--- src/rtl/seq_adder.sv ---
// Multi-cycle adder: sums WIDTH-bit operands CHUNK bits per clock, LSB slice first.
// Define SEQ_ADDER_OVF_EN to add the signed-overflow output ovf.
module seq_adder #(
   parameter int WIDTH = 8,
   parameter int CHUNK = 4
) (
   input  logic             clk,
   input  logic             rst,
   input  logic             start,
   input  logic [WIDTH-1:0] a,
   input  logic [WIDTH-1:0] b,
   input  logic             cin,
   output logic             busy,
   output logic             done,
   output logic [WIDTH-1:0] sum,
   output logic             cout
`ifdef SEQ_ADDER_OVF_EN
   ,
   output logic             ovf
`endif
);

   // state | meaning
   // IDLE  | waiting for start
   // RUN   | adding one CHUNK slice per edge, busy=1
   // DONE  | result presented, done=1 for this cycle only
   localparam int N     = WIDTH / CHUNK;
   localparam int IDX_W = (N > 1) ? $clog2(N) : 1;

   typedef enum logic [1:0] {IDLE, RUN, DONE} state_t;

   state_t             state, state_next;
   logic               load;
   logic [WIDTH-1:0]   a_r, b_r, acc, acc_next;
   logic               carry;
   logic [IDX_W-1:0]   idx;
   logic               last;
   logic [CHUNK-1:0]   a_sl, b_sl;
   logic [CHUNK:0]     slice_res;
   int                 base;

   always_ff @(posedge clk) begin
      if (rst) state <= IDLE;
      else     state <= state_next;
   end

   always_comb begin
      state_next = state;
      busy       = 1'b0;
      done       = 1'b0;
      load       = 1'b0;
      case (state)
         IDLE: begin
            if (start) begin
               load       = 1'b1;
               state_next = RUN;
            end
         end
         RUN: begin
            busy = 1'b1;
            if (last) state_next = DONE;
         end
         DONE: begin
            done = 1'b1;
            if (start) begin
               load       = 1'b1;
               state_next = RUN;
            end else begin
               state_next = IDLE;
            end
         end
         default: state_next = IDLE;
      endcase
   end

   // Slices land in the private accumulator; sum only sees the finished word.
   always_comb begin
      base      = int'(idx) * CHUNK;
      last      = (idx == IDX_W'(N - 1));
      a_sl      = a_r[base +: CHUNK];
      b_sl      = b_r[base +: CHUNK];
      slice_res = {1'b0, a_sl} + {1'b0, b_sl} + (CHUNK + 1)'(carry);
      acc_next  = acc;
      acc_next[base +: CHUNK] = slice_res[CHUNK-1:0];
   end

   always_ff @(posedge clk) begin
      if (rst) begin
         a_r   <= '0;
         b_r   <= '0;
         acc   <= '0;
         carry <= 1'b0;
         idx   <= '0;
         sum   <= '0;
         cout  <= 1'b0;
`ifdef SEQ_ADDER_OVF_EN
         ovf   <= 1'b0;
`endif
      end else if (load) begin
         a_r   <= a;
         b_r   <= b;
         carry <= cin;
         acc   <= '0;
         idx   <= '0;
      end else if (state == RUN) begin
         acc   <= acc_next;
         carry <= slice_res[CHUNK];
         idx   <= idx + IDX_W'(1);
         if (last) begin
            sum  <= acc_next;
            cout <= slice_res[CHUNK];
`ifdef SEQ_ADDER_OVF_EN
            ovf  <= (a_r[WIDTH-1] == b_r[WIDTH-1]) &&
                    (acc_next[WIDTH-1] != a_r[WIDTH-1]);
`endif
         end
      end
   end

endmodule

--- config.mk ---
export PLATFORM = sky130hd
export DESIGN_NAME = seq_adder
export DESIGN_NICKNAME = d
export VERILOG_FILES = /design/src/rtl/seq_adder.sv
export SDC_FILE = /design/constraint.sdc
export NUM_CORES = 1
export LEC_CHECK = 0
export BUFFER_PORTS_ARGS = -buffer_cell sky130_fd_sc_hd__buf_4
export CORE_ASPECT_RATIO = 1.5
export CORE_MARGIN = 2
export CORE_UTILIZATION = 52
export CTS_BUF_LIST = sky130_fd_sc_hd__clkbuf_16
export DETAILED_ROUTE_END_ITERATION = 16
export PLACE_DENSITY = 0.77
export SYNTH_ARGS = -nofsm -noshare
export SYNTH_HDL_FRONTEND = slang
export SYNTH_SLANG_ARGS = --single-unit
--- constraint.sdc ---
create_clock -name clk -period 3.11 [get_ports clk]
set_clock_uncertainty 0.1 [all_clocks]
set_input_delay 0.1555 -clock clk [delete_from_list [all_inputs] [get_ports clk]]
set_output_delay 0.1555 -clock clk [all_outputs]
set_load 0.03 [all_outputs]
==> results by stage, run 1 <==
Status:
- The run finished with clean final reports.

Place:
- The congestion estimate from routability-driven global placement came to about 0.8.
- Buffers placed on the I/O ports in this run total 30.
- Once detailed placement completed, the half-perimeter wirelength came to 2130 um.
- Counting tap cells, the placed design contains a total of ~230 instances.

Timing:
- The number of failing setup endpoints in the final timing report is 0.
- The shortest period the worst path allows is 2.56 ns.
- The transition at the pin with the smallest max-transition slack is 1.09 ns.
- Timing would allow up to 391 MHz.
- The final hold violation count is 0.
- The max-slew violation total from the final report is 0.
- The total negative setup slack is 0 ns.
- The remaining max-slew budget at the tightest pin is 0.272.
- Of the available clock period, the critical path in the final layout requires 0.822.
- Setup repair after global routing left no endpoint under its margin.

Logic synthesis:
- The share of the Yosys chip area taken by registers is 0.461.
- The count of unique library cells instantiated by Yosys is 33.
- The synthesized netlist net count is 196.
- The synthesized area is 1430 um2.
- During synthesis, Yosys emitted a total of 0 warnings.
- The mean cell area of the mapped netlist is approximately 8.4 um2.
- The cell count after synthesis came out at 171.
- The number of synthesized register bits is 33.

GRT:
- The number of antenna violations at the first check in global routing came to 0.
- Entering global routing, the biggest net connects 28 pins.
- The wire length of the first global-routing pass is between 4000 and 5000 um.
- The overall overflow remaining after global route is 0.
- The via count of the first global-routing pass came to 1159.
- The total routing usage reported by global routing is 0.211.

Clocking:
- The deepest level of the CTS H-tree is 2.
- The later-pin clock latency in the skew report is 0.27 ns.
- Buffers inserted to repair hold after CTS numbered 0.
- In this run, CTS created clock tree buffers numbering 5.
- The number of clock sinks is 33.
- The buffers inserted during post-CTS setup optimization is 0.
- Counting along the longest clock path gives a buffer depth of 2.
- After clock tree synthesis, the repair step resized 0 gates.
- Clock-pin slew was measured on the worst setup and hold paths at 0.05 ns.
- The root buffer selected by CTS is sky130_fd_sc_hd__clkbuf_16.
- The TritonCTS clock tree is yes.

Layout:
- In the final layout, the share of cells above drive strength 1 is 0.241.
- The area overhead of the layout relative to synthesis is 25.0%.
- The number of nets in the final layout is ~220.
- 0 antenna diodes ended up in the layout.
- The final cell count without fillers is roughly 240.

Setup path:
- The peak fanout along the critical path is 13.
- The type of element launching the critical path is a flip-flop.
- The launch instance of the worst register-to-register path is idx$_SDFFE_PP0P_.
- Walking the worst path, the cells encountered are mux2_2 -> fa_1 -> inv_1 -> fa_1 -> inv_1 -> a21o_2 -> a21oi_1 -> o311ai_0.
- The data arrival time of the critical path is 2.60 ns.
- Tracing the worst setup path back leads to its startpoint at idx$_SDFFE_PP0P_.
- On the worst path, the slowest cell contributes a delay of roughly 0.67 ns.
- The critical path is of the reg -> reg type.
- The worst setup path is captured at a flip-flop.
- The cell at the slowest stage of the critical path is sky130_fd_sc_hd__dfxtp_1.
- On the critical path the largest part of the delay comes from flip-flops.
- The number of buffer and inverter stages on the critical path is 2.
- The required time reported for the critical path endpoint is 3.15 ns.

Floorplan:
- The floorplan step defined a core boundary enclosing 2650 um2.
- The number of core rows is 23.
- In this run the count of I/O pins placed on the die edge is 31.
- The die is 46.9 um wide.
- The area enclosed by the die boundary is 3200 um2.
- Measured along the y axis, the die boundary spans 68.3 um.
- The initial core utilization is 0.542.

Detailed routing:
- The routed layout has 1207 vias.
- The remaining routing DRC violations is 0.
- The detail route stage leaves a number of antenna-violating nets equal to 0.
- In the routed layout, each cell is associated on average with a via count of ~5.1.
- Before antenna repair, the detailed router went through 4 iterations.
- The detailed router's first-iteration violation count is 10.
- After detailed routing, the average wire length per cell comes to approximately 12 um.
- The total detailed-routing wirelength is 2860 um.

Power and ir drop:
- Cell internal power was estimated by the tool at 783 uW.
- Of the total power, the share spent switching nets is 0.235.
- The largest vdd supply drop is between 0.4 and 0.5 mV.
- The leakage component of the power is 0.769 nW.
- The total power per unit cell area is 571 nW/um2.
- The fraction of power consumed by sequential logic is 0.447.
- The clock share of power is 0.437.
- Of the total power, combinational logic draws 0.115.
- For this design the total switching power over the nets is 240 uW.

Hold path:
- The classification of the worst-slack hold path is in -> reg.
- The source of the worst hold timing path is a[4].

Job:
- The tool flagged a number of max-cap violations equal to 0.
worst reg2reg max path: stages (launching register included):
cell and delay [ns]:
sky130_fd_sc_hd__dfxtp_1 0.67, sky130_fd_sc_hd__mux2_2 0.41, sky130_fd_sc_hd__fa_1 0.42, sky130_fd_sc_hd__inv_1 0.09, sky130_fd_sc_hd__fa_1 0.20, sky130_fd_sc_hd__inv_1 0.05
sky130_fd_sc_hd__a21o_2 0.17, sky130_fd_sc_hd__a21oi_1 0.18, sky130_fd_sc_hd__o311ai_0 0.12
power by group through the flow:
stage          logic, mW  clock network (mW)  registers [mW]
6_report           0.118               0.448           0.458
5_1_grt            0.133               0.476           0.460
4_1_cts            0.119               0.453           0.458
3_5_place_dp       0.118                   0           0.466
3_3_place_gp       0.116                   0           0.465
2_1_floorplan     0.0842                   0           0.462
layer usage:
layer	track usage	routed length (um)
met5	0	0
met2	0.382	1630
met3	0.0633	97
met1	0.206	1070
met4	0.104	63
cell families after synthesis:
family	synth area share
buffers and inverters	0.0532
xor gates and xnor gates	0.00611
AOI/OAI and AO/OA	0.146
DFF	0.461
adders and majority gates	0.0541
muxes	0.0611
and+or+nand+nor	0.219
sequential cells by signal, indices dropped and copies added (netlist names):
name	cells
a_r	8
acc	4
cout	1
idx	1
sum	8
b_r	8
state	2
carry	1
layout make-up:
class | instances | area, um2
Multi-Input combinational cell | 121 | 697
Clock inverter | 3 | 11.3
Sequential cell | 33 | 661
Timing Repair Buffer | 30 | 225
Tap cell | 37 | 46.3
Inverter | 7 | 26.3
Fill cell | 254 | 856
Clock buffer | 5 | 125
Yosys cell counts, drive strengths merged:
cell / count / area share
a21oi: 32 / 0.11
ha: 3 / 0.026
mux2i: 2 / 0.014
nand2: 52 / 0.14
dfxtp: 33 / 0.46
xnor2: 1 / 0.0061
and2: 2 / 0.0096
a21o: 1 / 0.0061
o311ai: 1 / 0.0061
and3: 1 / 0.0044
nand4: 1 / 0.0044
nand3: 2 / 0.0070
nor2b: 1 / 0.0044
a211oi: 1 / 0.0052
or3: 1 / 0.0044
and4: 1 / 0.0079
nor4: 1 / 0.0044
mux2: 6 / 0.047
clkbuf: 1 / 0.0035
o21ai: 2 / 0.0070
buf: 9 / 0.031
inv: 7 / 0.018
a311o: 1 / 0.0070
nor2: 3 / 0.0079
nand2b: 3 / 0.024
fa: 2 / 0.028
and2b: 1 / 0.0052
metrics by stage:
step / setup WS, ns / instance area (um2) / hold WS (ns) / util / total power, mW
2_1_floorplan: 0.835 / 1430 / 0.191 / - / 0.547
3_3_place_gp: 0.688 / 1660 / 0.302 / 0.625 / 0.581
3_5_place_dp: 0.583 / 1660 / 0.313 / 0.625 / 0.584
4_1_cts: 0.550 / 1790 / 0.0279 / 0.677 / 1.03
5_1_grt: 0.428 / 1790 / 0.0379 / 0.677 / 1.07
6_report: 0.553 / 1790 / 0.0258 / 0.677 / 1.02
final timing paths:
kind | endpoint | slack (ns) | cells past startpoint
max reg2reg | carry$_SDFFE_PP0P_ | 0.55 | 8
min | a_r[4]$_SDFFE_PP0P_ | 0.03 | 3
min reg2reg | sum[2]$_SDFFE_PP0P_ | 0.35 | 2
max | carry$_SDFFE_PP0P_ | 0.55 | 8
cell usage in the layout, fill, tap and decap left out, types with 3 or more instances in the layout:
| cell | n |
|---|---|
| sky130_fd_sc_hd__mux2_2 | 6 |
| sky130_fd_sc_hd__clkbuf_16 | 5 |
| sky130_fd_sc_hd__dfxtp_1 | 33 |
| sky130_fd_sc_hd__ha_1 | 3 |
| sky130_fd_sc_hd__buf_4 | 30 |
| sky130_fd_sc_hd__nand2_1 | 52 |
| sky130_fd_sc_hd__a21oi_1 | 31 |
| sky130_fd_sc_hd__inv_1 | 9 |
| sky130_fd_sc_hd__nor2_1 | 3 |
(Power assumes the default switching activity.)
==> run 2: changes to the inputs <==
--- a/config.mk
+++ b/config.mk
@@ -5,13 +5,14 @@
 export SDC_FILE = /design/constraint.sdc
 export NUM_CORES = 1
 export LEC_CHECK = 0
+export ABC_AREA = 1
 export BUFFER_PORTS_ARGS = -buffer_cell sky130_fd_sc_hd__buf_4
 export CORE_ASPECT_RATIO = 1.5
 export CORE_MARGIN = 2
-export CORE_UTILIZATION = 52
+export CORE_UTILIZATION = 47
 export CTS_BUF_LIST = sky130_fd_sc_hd__clkbuf_16
 export DETAILED_ROUTE_END_ITERATION = 16
-export PLACE_DENSITY = 0.77
+export PLACE_DENSITY = 0.73
 export SYNTH_ARGS = -nofsm -noshare
 export SYNTH_HDL_FRONTEND = slang
 export SYNTH_SLANG_ARGS = --single-unit
==> constraint.sdc (replaced) <==
create_clock -name clk -period 2.2 [get_ports clk]
set_clock_uncertainty 0.1 [all_clocks]
set_input_delay 0.11 -clock clk [delete_from_list [all_inputs] [get_ports clk]]
set_output_delay 0.11 -clock clk [all_outputs]
set_load 0.03 [all_outputs]
==> run 2 against run 1 <==
Net effect:
- clock power rose by 42%
- synthesized cell count rose by 15%
- sequential share of layout area fell by 3.5 points
- first-iteration DRC count grew to 3.1 times the previous value
- synthesized area up 1.9%
- critical path depth up 2
- non-clock buffer count increased by 16
- core utilization fell by 0.37 points
- clock-buffer cell count did not move
- setup slack worse by 0.30 ns
- highest routed layer unchanged
==> results by stage, run 2 <==
Status:
- The flow ran to the end, and the final reports show no timing, DRC or antenna violations.

Logic synthesis:
- The most used flip-flop cell after synthesis is sky130_fd_sc_hd__dfxtp_1.
- The share of synthesized registers carrying an async set or reset is 0 (unchanged).
- The mean cell area of the mapped netlist is 7.46 um2 (-11%).
- The sequential area share after synthesis came to 0.452 (-0.00868).
- The synthesized area is 1460 um2 (+1.9%).
- After synthesis, the largest family of logic cells by area is simple AND/OR/NAND/NOR gates.
- The Yosys warning count is 0 (unchanged).
- The proportion of synthesized area in mux cells is 0 (-0.0611).
- The number of standard cells after synthesis is 196 (+15%).
- The number of synthesized register bits is 33 (unchanged).
- The most used standard cell by instance count after synthesis is sky130_fd_sc_hd__nor2_1.
- The cell type contributing the most total cell area after synthesis is sky130_fd_sc_hd__dfxtp_1.
- By count the netlist is led by sky130_fd_sc_hd__nor2_1 (42), sky130_fd_sc_hd__dfxtp_1 (33), sky130_fd_sc_hd__nand2_1 (32), sky130_fd_sc_hd__o21ai_0 (25), sky130_fd_sc_hd__inv_1 (14).
- The simple-gate share of the synthesized area was 0.257 (+0.0378).
- The share of the synthesized area in the top cell type is 0.452 (-0.00868).
- The count of unique library cells instantiated by Yosys came to 23 (-30%).
- The post-synthesis share of cell area spent on full adders, half adders and majority gates is 0.0531 (-0.00102).
- After synthesis, the cell types taking the most area are sky130_fd_sc_hd__dfxtp_1 (45%), sky130_fd_sc_hd__nor2_1 (11%), sky130_fd_sc_hd__o21ai_0 (8.6%).
- The count of flip-flops with a built-in enable after synthesis is 0 (unchanged).
- The parity-gate share of the synthesized area counting xor and xnor cells came to 0.00599 (-0.000115).
- The share of the synthesized area in compound gates (AO/OA/AOI/OAI) is 0.149 (+0.00325).
- The synthesized netlist net count is 221 (+13%).

Setup path:
- The number of buffer and inverter stages on the critical path was 2 (unchanged).
- The most numerous cell type found on the critical path is sky130_fd_sc_hd__nand2_1.
- The register-to-register setup slack came to 0.25 ns (-0.30 ns).
- On the critical path the largest part of the delay comes from adder cells.
- The signal on the critical path passes through inv_2 -> nand2_1 -> nand2_1 -> fa_1 -> inv_1 -> fa_1 -> nand3b_1 -> nand2_1 -> nand2_1 -> a21oi_1.
- The required time reported for the critical path endpoint is 2.30 ns (-0.85 ns).
- The capture instance of the worst register-to-register path is carry$_SDFFE_PP0P_.
- The startpoint-to-endpoint class of the critical path is reg -> reg.
- The launch instance of the worst register-to-register path is idx$_SDFFE_PP0P_.
- The type of element launching the critical path is a flip-flop.
- The data arrival time of the critical path is 2.05 ns (-0.55 ns).
- The path depth of the worst reg2reg path came to 10 (+2).
- The peak per-stage delay on the critical path is 0.40 ns (-0.27 ns).
- The peak fanout along the critical path is 10 (-3).
- The critical path endpoint category is a flip-flop.
- The largest individual stage delay along the critical path comes from the cell sky130_fd_sc_hd__fa_1.

GRT:
- The wire length of the first global-routing pass is 5330 um (+12%).
- The pin count of the biggest net entering global routing is 27 (-3.6%).
- The total routing usage reported by global routing is 0.201 (-0.00930).
- The overall overflow remaining after global route was 0 (unchanged).
- The number of antenna violations at the first check in global routing was 0 (unchanged).
- The via count of the first global-routing pass is 1249 (+7.8%).

Clocking:
- The maximum buffer depth of the clock tree is 2 (unchanged).
- The number of clock sinks is 33 (unchanged).
- The buffers inserted during post-CTS setup optimization is 0 (unchanged).
- The deepest level of the CTS H-tree is 2 (unchanged).
- The later-pin clock latency in the skew report is 0.27 ns (about the same).
- The TritonCTS clock tree is yes.
- The number of CTS-inserted buffers is 5 (unchanged).
- The number of gates resized after cts is 0 (unchanged).
- The root buffer selected by CTS is sky130_fd_sc_hd__clkbuf_16.
- The clock transition at the registers of the reported paths is 0.05 ns (about the same).

Power and ir drop:
- The fraction of power consumed by sequential logic was 0.422 (-0.025).
- The fraction of power spent switching nets is 0.257 (+0.0223).
- The largest vdd supply drop came to 0.517 mV (+15%).
- The clock share of power was 0.406 (-0.031).
- The total power per unit cell area is 791 nW/um2 (+39%).
- The part of the total power dissipated in combinational logic is 0.172 (+0.057).
- The total power draw is 1.57 mW (+53%).
- The leakage component of the power is 0.939 nW (+22%).
- The switching power summed over all nets came to 403 uW (+68%).
- The internal cell power is 1.16 mW (+49%).

Timing:
- The final hold violation count came to 0 (unchanged).
- Setup repair after global routing left no endpoint under its margin.
- The max-slew violation total from the final report is 0 (unchanged).
- The total negative setup slack is 0 ns (unchanged).
- The peak clock frequency supported by timing is 512 MHz (+31%).
- The shortest period the worst path allows is 1.95 ns (-0.606 ns).
- The number of failing setup endpoints in the final timing report is 0 (unchanged).
- The remaining max-slew budget at the tightest pin is 0.652 (+0.380).
- The transition at the pin with the smallest max-transition slack was 0.521 ns (-0.569 ns).
- The post-route fraction of the period consumed by the critical path is 0.887 (+0.0648).

Floorplan:
- The initial core utilization is 0.497 (-0.0450).
- The core region area is 2940 um2 (+11%).
- The number of top-level design ports was 31 (unchanged).
- The x dimension of the die came to 49.5 um (+5.7%).
- The number of core rows is 24 (+4.3%).
- The height of the die is 72.3 um (+5.8%).
- The area enclosed by the die boundary is 3580 um2 (+12%).

Hold path:
- The classification of the worst-slack hold path is in -> reg.
- The startpoint identified for the worst hold timing path is a[6].
- The path with the worst hold slack has its endpoint at a_r[6]$_SDFFE_PP0P_.
- The worst hold path cell count is 3 (unchanged).

Job:
- The max-capacitance violation count is 0 (unchanged).

Layout:
- The number of nets in the final layout came to 267 (+20%).
- The number of inserted diodes is 0 (unchanged).
- The library cell used most frequently in the layout, excluding fill and tap cells, is sky130_fd_sc_hd__nor2_1.
- In the final layout, the registers with the most flip-flops are a_r x8, b_r x8, sum x8.
- Relative to the synthesized area, the layout overhead comes to 35.5%.
- The fraction of final layout cells sized beyond drive strength 1 came to 0.210 (-0.0313).
- In the layout the commonest cells are sky130_fd_sc_hd__nor2_1 (42), sky130_fd_sc_hd__dfxtp_1 (33), sky130_fd_sc_hd__nand2_1 (32), sky130_fd_sc_hd__buf_4 (32), sky130_fd_sc_hd__o21ai_0 (25).
- The design area came to 1980 um2 (+11%).

Detailed routing:
- The remaining routing DRC violations was 0 (unchanged).
- The post-detailed-route wirelength per cell is 11.4 um (-6.3%).
- The number of antenna-violating nets in the routed design came to 0 (unchanged).
- The total detailed-routing wirelength came to 3210 um (+12%).
- The number of vias per cell is 4.84 (-5.4%).
- The detailed router's first-iteration violation count is 31 (+21).
- The number of vias after detailed routing came to 1364 (+13%).
- The count of TritonRoute iterations in the first routing pass came to 4 (unchanged).

Place:
- The count of port buffers added during placement is 30 (unchanged).
- The final RePlAce weighted congestion is 0.783 (-3.1%).
- The half-perimeter wire length after detailed placement came to 2170 um (+1.9%).
- The area after detailed placement is 1700 um2 (+2.9%).
==> run 2: changes by cell type after synthesis, sizes merged, moves of 2 or more <==
cell / before / now
and2: 2 / 0
nor2: 3 / 44
a21oi: 32 / 13
nand2b: 3 / 0
buf: 9 / 5
or2: 0 / 2
mux2i: 2 / 0
nand3: 2 / 5
mux2: 6 / 0
o21ai: 2 / 29
nand2: 52 / 36
inv: 7 / 19
==> run 2: final cells by class <==
type	count	area, um2
clock buffers	5	125
fillers	291	962
multi-input cells	137	679
flip-flops and latches	33	661
repair buffers	46	380
well taps	39	48.8
clock inverters	3	12.5
inverters	19	73.8
==> run 2: worst max-delay path by stage <==
stage	start	endpoint	slack (ns)	cells after the start
floorplan	idx$_SDFFE_PP0P_	acc[1]$_SDFFE_PP0P_	0.35	9
global placement	idx$_SDFFE_PP0P_	sum[6]$_SDFFE_PP0P_	0.32	9
detailed placement	idx$_SDFFE_PP0P_	carry$_SDFFE_PP0P_	0.28	10
CTS	idx$_SDFFE_PP0P_	carry$_SDFFE_PP0P_	0.24	10
global route	idx$_SDFFE_PP0P_	sum[6]$_SDFFE_PP0P_	0.03	9
finish	idx$_SDFFE_PP0P_	carry$_SDFFE_PP0P_	0.25	10
==> run 2: kinds of logic (layout without fill, tap and decap cells) <==
logic type               count (synthesis)  after routing
AND/OR/NAND/NOR                         88             88
AO/OA/AOI/OAI                           43             43
flip-flops                              33             33
buffers and inverters                   26             73
adder cells (fa/ha/maj)                  5              5
XOR/XNOR                                 1              1
==> run 2: tightest hold or removal path, cell delays in order <==
cell and delay (ns):
sky130_fd_sc_hd__buf_4 0.07, sky130_fd_sc_hd__o21ai_0 0.08, sky130_fd_sc_hd__nor2_1 0.08
==> run 2: through the flow <==
step | hold WS (ns) | std cells | worst slack [ns] | util
floorplan | 0.0791 | 196 | 0.355 | -
global placement | 0.204 | 260 | 0.321 | 0.579
detailed placement | 0.206 | 260 | 0.278 | 0.579
CTS | 0.00171 | 282 | 0.242 | 0.673
global route | 0.0268 | 282 | 0.0341 | 0.673
finish | 0.00270 | 282 | 0.248 | 0.673
==> run 2: timing repair <==
action	CTS	global route
hold endpoints to repair	16	0
hold buffers	14	0
endpoints found under the setup margin	0	0
==> run 2: power groups by stage <==
stage	Combinational [mW]	Clock, mW	Sequential, mW
2_1_floorplan	0.174	0	0.675
3_3_place_gp	0.243	0	0.671
3_5_place_dp	0.249	0	0.673
4_1_cts	0.271	0.650	0.661
5_1_grt	0.308	0.680	0.665
6_report	0.269	0.637	0.661
==> run 2: per-layer routing <==
metal  vias to the layer above  part of all wire  routed length (um)  track usage
li1                        711                 -                   -            -
met1                       607              0.39                1260        0.201
met2                        35              0.53                1690        0.360
met3                        11             0.041                 131       0.0535
met4                         0             0.040                 127        0.136
met5                         -                 0                   0            0
==> run 3: changes to the inputs <==
--- a/config.mk
+++ b/config.mk
@@ -7,12 +7,13 @@
 export LEC_CHECK = 0
 export ABC_AREA = 1
 export BUFFER_PORTS_ARGS = -buffer_cell sky130_fd_sc_hd__buf_4
+export CAP_MARGIN = 20
 export CORE_ASPECT_RATIO = 1.5
 export CORE_MARGIN = 2
-export CORE_UTILIZATION = 47
-export CTS_BUF_LIST = sky130_fd_sc_hd__clkbuf_16
+export CORE_UTILIZATION = 50
+export CTS_BUF_LIST = sky130_fd_sc_hd__clkbuf_4
 export DETAILED_ROUTE_END_ITERATION = 16
-export PLACE_DENSITY = 0.73
+export PLACE_DENSITY = 0.77
 export SYNTH_ARGS = -nofsm -noshare
 export SYNTH_HDL_FRONTEND = slang
 export SYNTH_SLANG_ARGS = --single-unit
==> run 3 against run 2 <==
Net effect:
- hold slack improved by 0.032 ns
- clock-buffer cell count increased by 1
- fmax down 4.4%
- largest cell class unchanged
- critical path type unchanged
- via count increased by 0.22%
- die area decreased by 5.6%
- global-route usage grew 2.2 points
- setup slack got worse by 0.091 ns
- critical path depth fell by 1
- sequential cell count unchanged
- highest routed layer unchanged
- first-iteration DRC count shrank 9.7%
- clock power shrank 48%
==> results by stage, run 3 (synthesized netlist as in run 2, its figures left out) <==
Layout:
- The largest registers in the layout are a_r x8, b_r x8, sum x8.
- The fill cell instance count of the final layout is 276 (-5.2%).
- Relative to the synthesized area, the layout overhead comes to 32.0%.
- The fraction of final layout cells sized beyond drive strength 1 is 0.220 (+0.00964).
- The number of nets in the final layout was 270 (+1.1%).
- The top cell types in the final layout, fill and taps aside, are sky130_fd_sc_hd__nor2_1 (42), sky130_fd_sc_hd__nand2_1 (32), sky130_fd_sc_hd__dfxtp_1 (32), sky130_fd_sc_hd__buf_4 (32), sky130_fd_sc_hd__o21ai_0 (25).
- The most common cell after layout, fill and taps aside is sky130_fd_sc_hd__nor2_1.
- The number of inserted diodes is 0 (unchanged).

GRT:
- In this run the most used layer during global routing was met2.
- The met2 track demand over resource in global routing was 0.374 (+0.0143).
- The pin count of the biggest net entering global routing was 27 (unchanged).
- The total routing usage reported by global routing is 0.224 (+0.0222).
- The met1 track demand over resource is 0.225 (+0.0247).
- The wire length of the first global-routing pass is 5360 um (+0.53%).
- The number of antenna violations at the first check in global routing is 0 (unchanged).
- The overall overflow remaining after global route is 0 (unchanged).
- The met3 capacity usage during global routing is 0.0672 (+0.0137).
- The via count of the first global-routing pass is 1308 (+4.7%).

Place:
- The final RePlAce weighted congestion came to 0.799 (+2.0%).
- The count of port buffers added during placement is 30 (unchanged).
- The half-perimeter wire length after detailed placement is 2180 um (+0.60%).

Timing:
- The transition at the pin with the smallest max-transition slack is 0.500 ns (-0.0211 ns).
- The peak clock frequency supported by timing is 490 MHz (-4.4%).
- The shortest period the worst path allows is 2.04 ns (+0.0908 ns).
- The post-route fraction of the period consumed by the critical path is 0.928 (+0.0413).
- The final hold violation count was 0 (unchanged).
- Setup repair after global routing left no endpoint under its margin.
- The total negative setup slack is 0 ns (unchanged).
- The remaining max-slew budget at the tightest pin is 0.666 (+0.0141).
- The max-slew violation total from the final report was 0 (unchanged).
- The number of failing setup endpoints in the final timing report is 0 (unchanged).

Setup path:
- The peak per-stage delay on the critical path was 0.41 ns (about the same).
- The launch instance of the worst register-to-register path is idx$_SDFFE_PP0P_.
- The critical path endpoint category is a flip-flop.
- The capture instance of the worst register-to-register path is sum[6]$_SDFFE_PP0P_.
- The startpoint-to-endpoint class of the critical path is reg -> reg.
- The register-to-register setup slack is 0.16 ns (-0.09 ns).
- The peak fanout along the critical path is 8 (-2).
- The data arrival time of the critical path is 2.21 ns (+0.16 ns).
- By instance count, the cell type seen most on the critical path is sky130_fd_sc_hd__nand2_1.
- The required time reported for the critical path endpoint is 2.36 ns (+0.06 ns).
- The path depth of the worst reg2reg path is 9 (-1).
- Walking the worst path, the cells encountered are buf_4 -> nand2_1 -> nand2_1 -> fa_1 -> inv_1 -> fa_1 -> xnor2_1 -> nand2_1 -> a21oi_1.
- The cell at the slowest stage of the critical path is sky130_fd_sc_hd__fa_1.
- The type of element launching the critical path is a flip-flop.

Clocking:
- The TritonCTS clock tree is yes.
- The maximum buffer depth of the clock tree is 2 (unchanged).
- The buffers inserted during post-CTS setup optimization came to 0 (unchanged).
- The later-pin clock latency in the skew report is 0.33 ns (+0.06 ns).
- The number of CTS-inserted buffers is 5 (unchanged).
- The tree is rooted in a sky130_fd_sc_hd__clkbuf_4.
- The deepest level of the CTS H-tree came to 2 (unchanged).
- The number of clock sinks came to 33 (unchanged).
- The clock transition at the registers of the reported paths is 0.10 ns (+0.05 ns).

Hold path:
- The worst hold path cell count was 3 (unchanged).
- The endpoint of the worst hold-timing path is carry$_SDFFE_PP0P_.
- The classification of the worst-slack hold path is in -> reg.
- In this run the most critical hold path is launched from cin.

Detailed routing:
- The post-detailed-route wirelength per cell is 11.0 um (-3.1%).
- The remaining routing DRC violations was 0 (unchanged).
- The detailed router's first-iteration violation count was 28 (-9.7%).
- The number of vias per cell is 4.80 (-0.84%).
- The number of antenna-violating nets in the routed design is 0 (unchanged).
- The number of vias after detailed routing was 1367 (+0.22%).
- The count of TritonRoute iterations in the first routing pass is 4 (unchanged).
- The total detailed-routing wirelength is 3140 um (-2.1%).

Floorplan:
- The number of core rows came to 24 (unchanged).
- The height of the die is 70.2 um (-2.9%).
- The core region area was 2850 um2 (-3.1%).
- The initial core utilization came to 0.512 (+0.0157).
- The number of top-level design ports is 31 (unchanged).
- The area enclosed by the die boundary was 3380 um2 (-5.6%).
- The x dimension of the die is 48.1 um (-2.8%).

Status:
- The run finished with clean final reports.

Power and ir drop:
- The total power draw is 1.26 mW (-20%).
- The leakage component of the power was 0.919 nW (-2.2%).
- The largest vdd supply drop came to 0.457 mV (-12%).
- The total power per unit cell area is 653 nW/um2 (-17%).

Job:
- The max-capacitance violation count came to 0 (unchanged).
run 3: cell types whose count changed in the layout (fill, tap and decap cells not counted), sizes merged:
cell | previous run | this run
dlygate4sd3 | 14 | 17
clkbuf | 5 | 6
clkinv | 3 | 2
run 3: critical path, delay by kind of cell, from the launching register on:
| kind | cells | cell delay (ns) |
|---|---|---|
| AOI/OAI and AO/OA | 1 | 0.12 |
| xor gates and xnor gates | 1 | 0.26 |
| adders and majority gates | 2 | 0.64 |
| buffers and inverters | 2 | 0.23 |
| DFF | 1 | 0.38 |
| and+or+nand+nor | 3 | 0.24 |
run 3: per-layer routing:
layer  vias up  routed length [um]
met5         -                   0
met4         0                  91
met3        10                 115
met2        40                1750
met1       598                1180
li1        719                   -
run 3: report_power, final:
group	switching [mW]	internal, mW
Combinational	0.150	0.120
Clock	0.197	0.134
Sequential	0.0220	0.637
run 3: layout make-up:
type	instances	area, um2	share of cell area
clock inverter	2	10.0	0.00519
multi-input combinational	137	679	0.352
clock buffer	6	45.0	0.0233
tap	39	48.8	0.0253
inverter	19	73.8	0.0383
sequential	33	662	0.343
timing repair buffer	49	410	0.213
run 3: how the worst max path moves through the flow:
stage                           startpoint                   to  slack [ns]  cells past startpoint
after global routing      idx$_SDFFE_PP0P_   carry$_SDFFE_PP0P_        0.02                     10
after detailed placement  idx$_SDFFE_PP0P_  sum[6]$_SDFFE_PP0P_        0.12                      9
after global placement    idx$_SDFFE_PP0P_  sum[6]$_SDFFE_PP0P_        0.21                      9
final                     idx$_SDFFE_PP0P_  sum[6]$_SDFFE_PP0P_        0.16                      9
after CTS                 idx$_SDFFE_PP0P_  sum[6]$_SDFFE_PP0P_        0.09                      9
after floorplan           idx$_SDFFE_PP0P_  acc[1]$_SDFFE_PP0P_        0.35                      9
run 3: repair_timing:
item	CTS	global route
setup endpoints to repair	0	2
hold buffers	17	0
resized for setup	0	1
endpoints found under the hold margin	19	0
run 3: per-stage QoR:
step           hold slack, ns  setup slack (ns)  utilization  cell area (um2)  std cells
2_1_floorplan          0.0791             0.355            -             1460        196
3_3_place_gp            0.211             0.211        0.597             1700        260
3_5_place_dp            0.213             0.118        0.597             1700        260
4_1_cts                0.0366            0.0901        0.676             1930        285
5_1_grt                 0.114            0.0220        0.676             1930        285
6_report               0.0344             0.158        0.676             1930        285
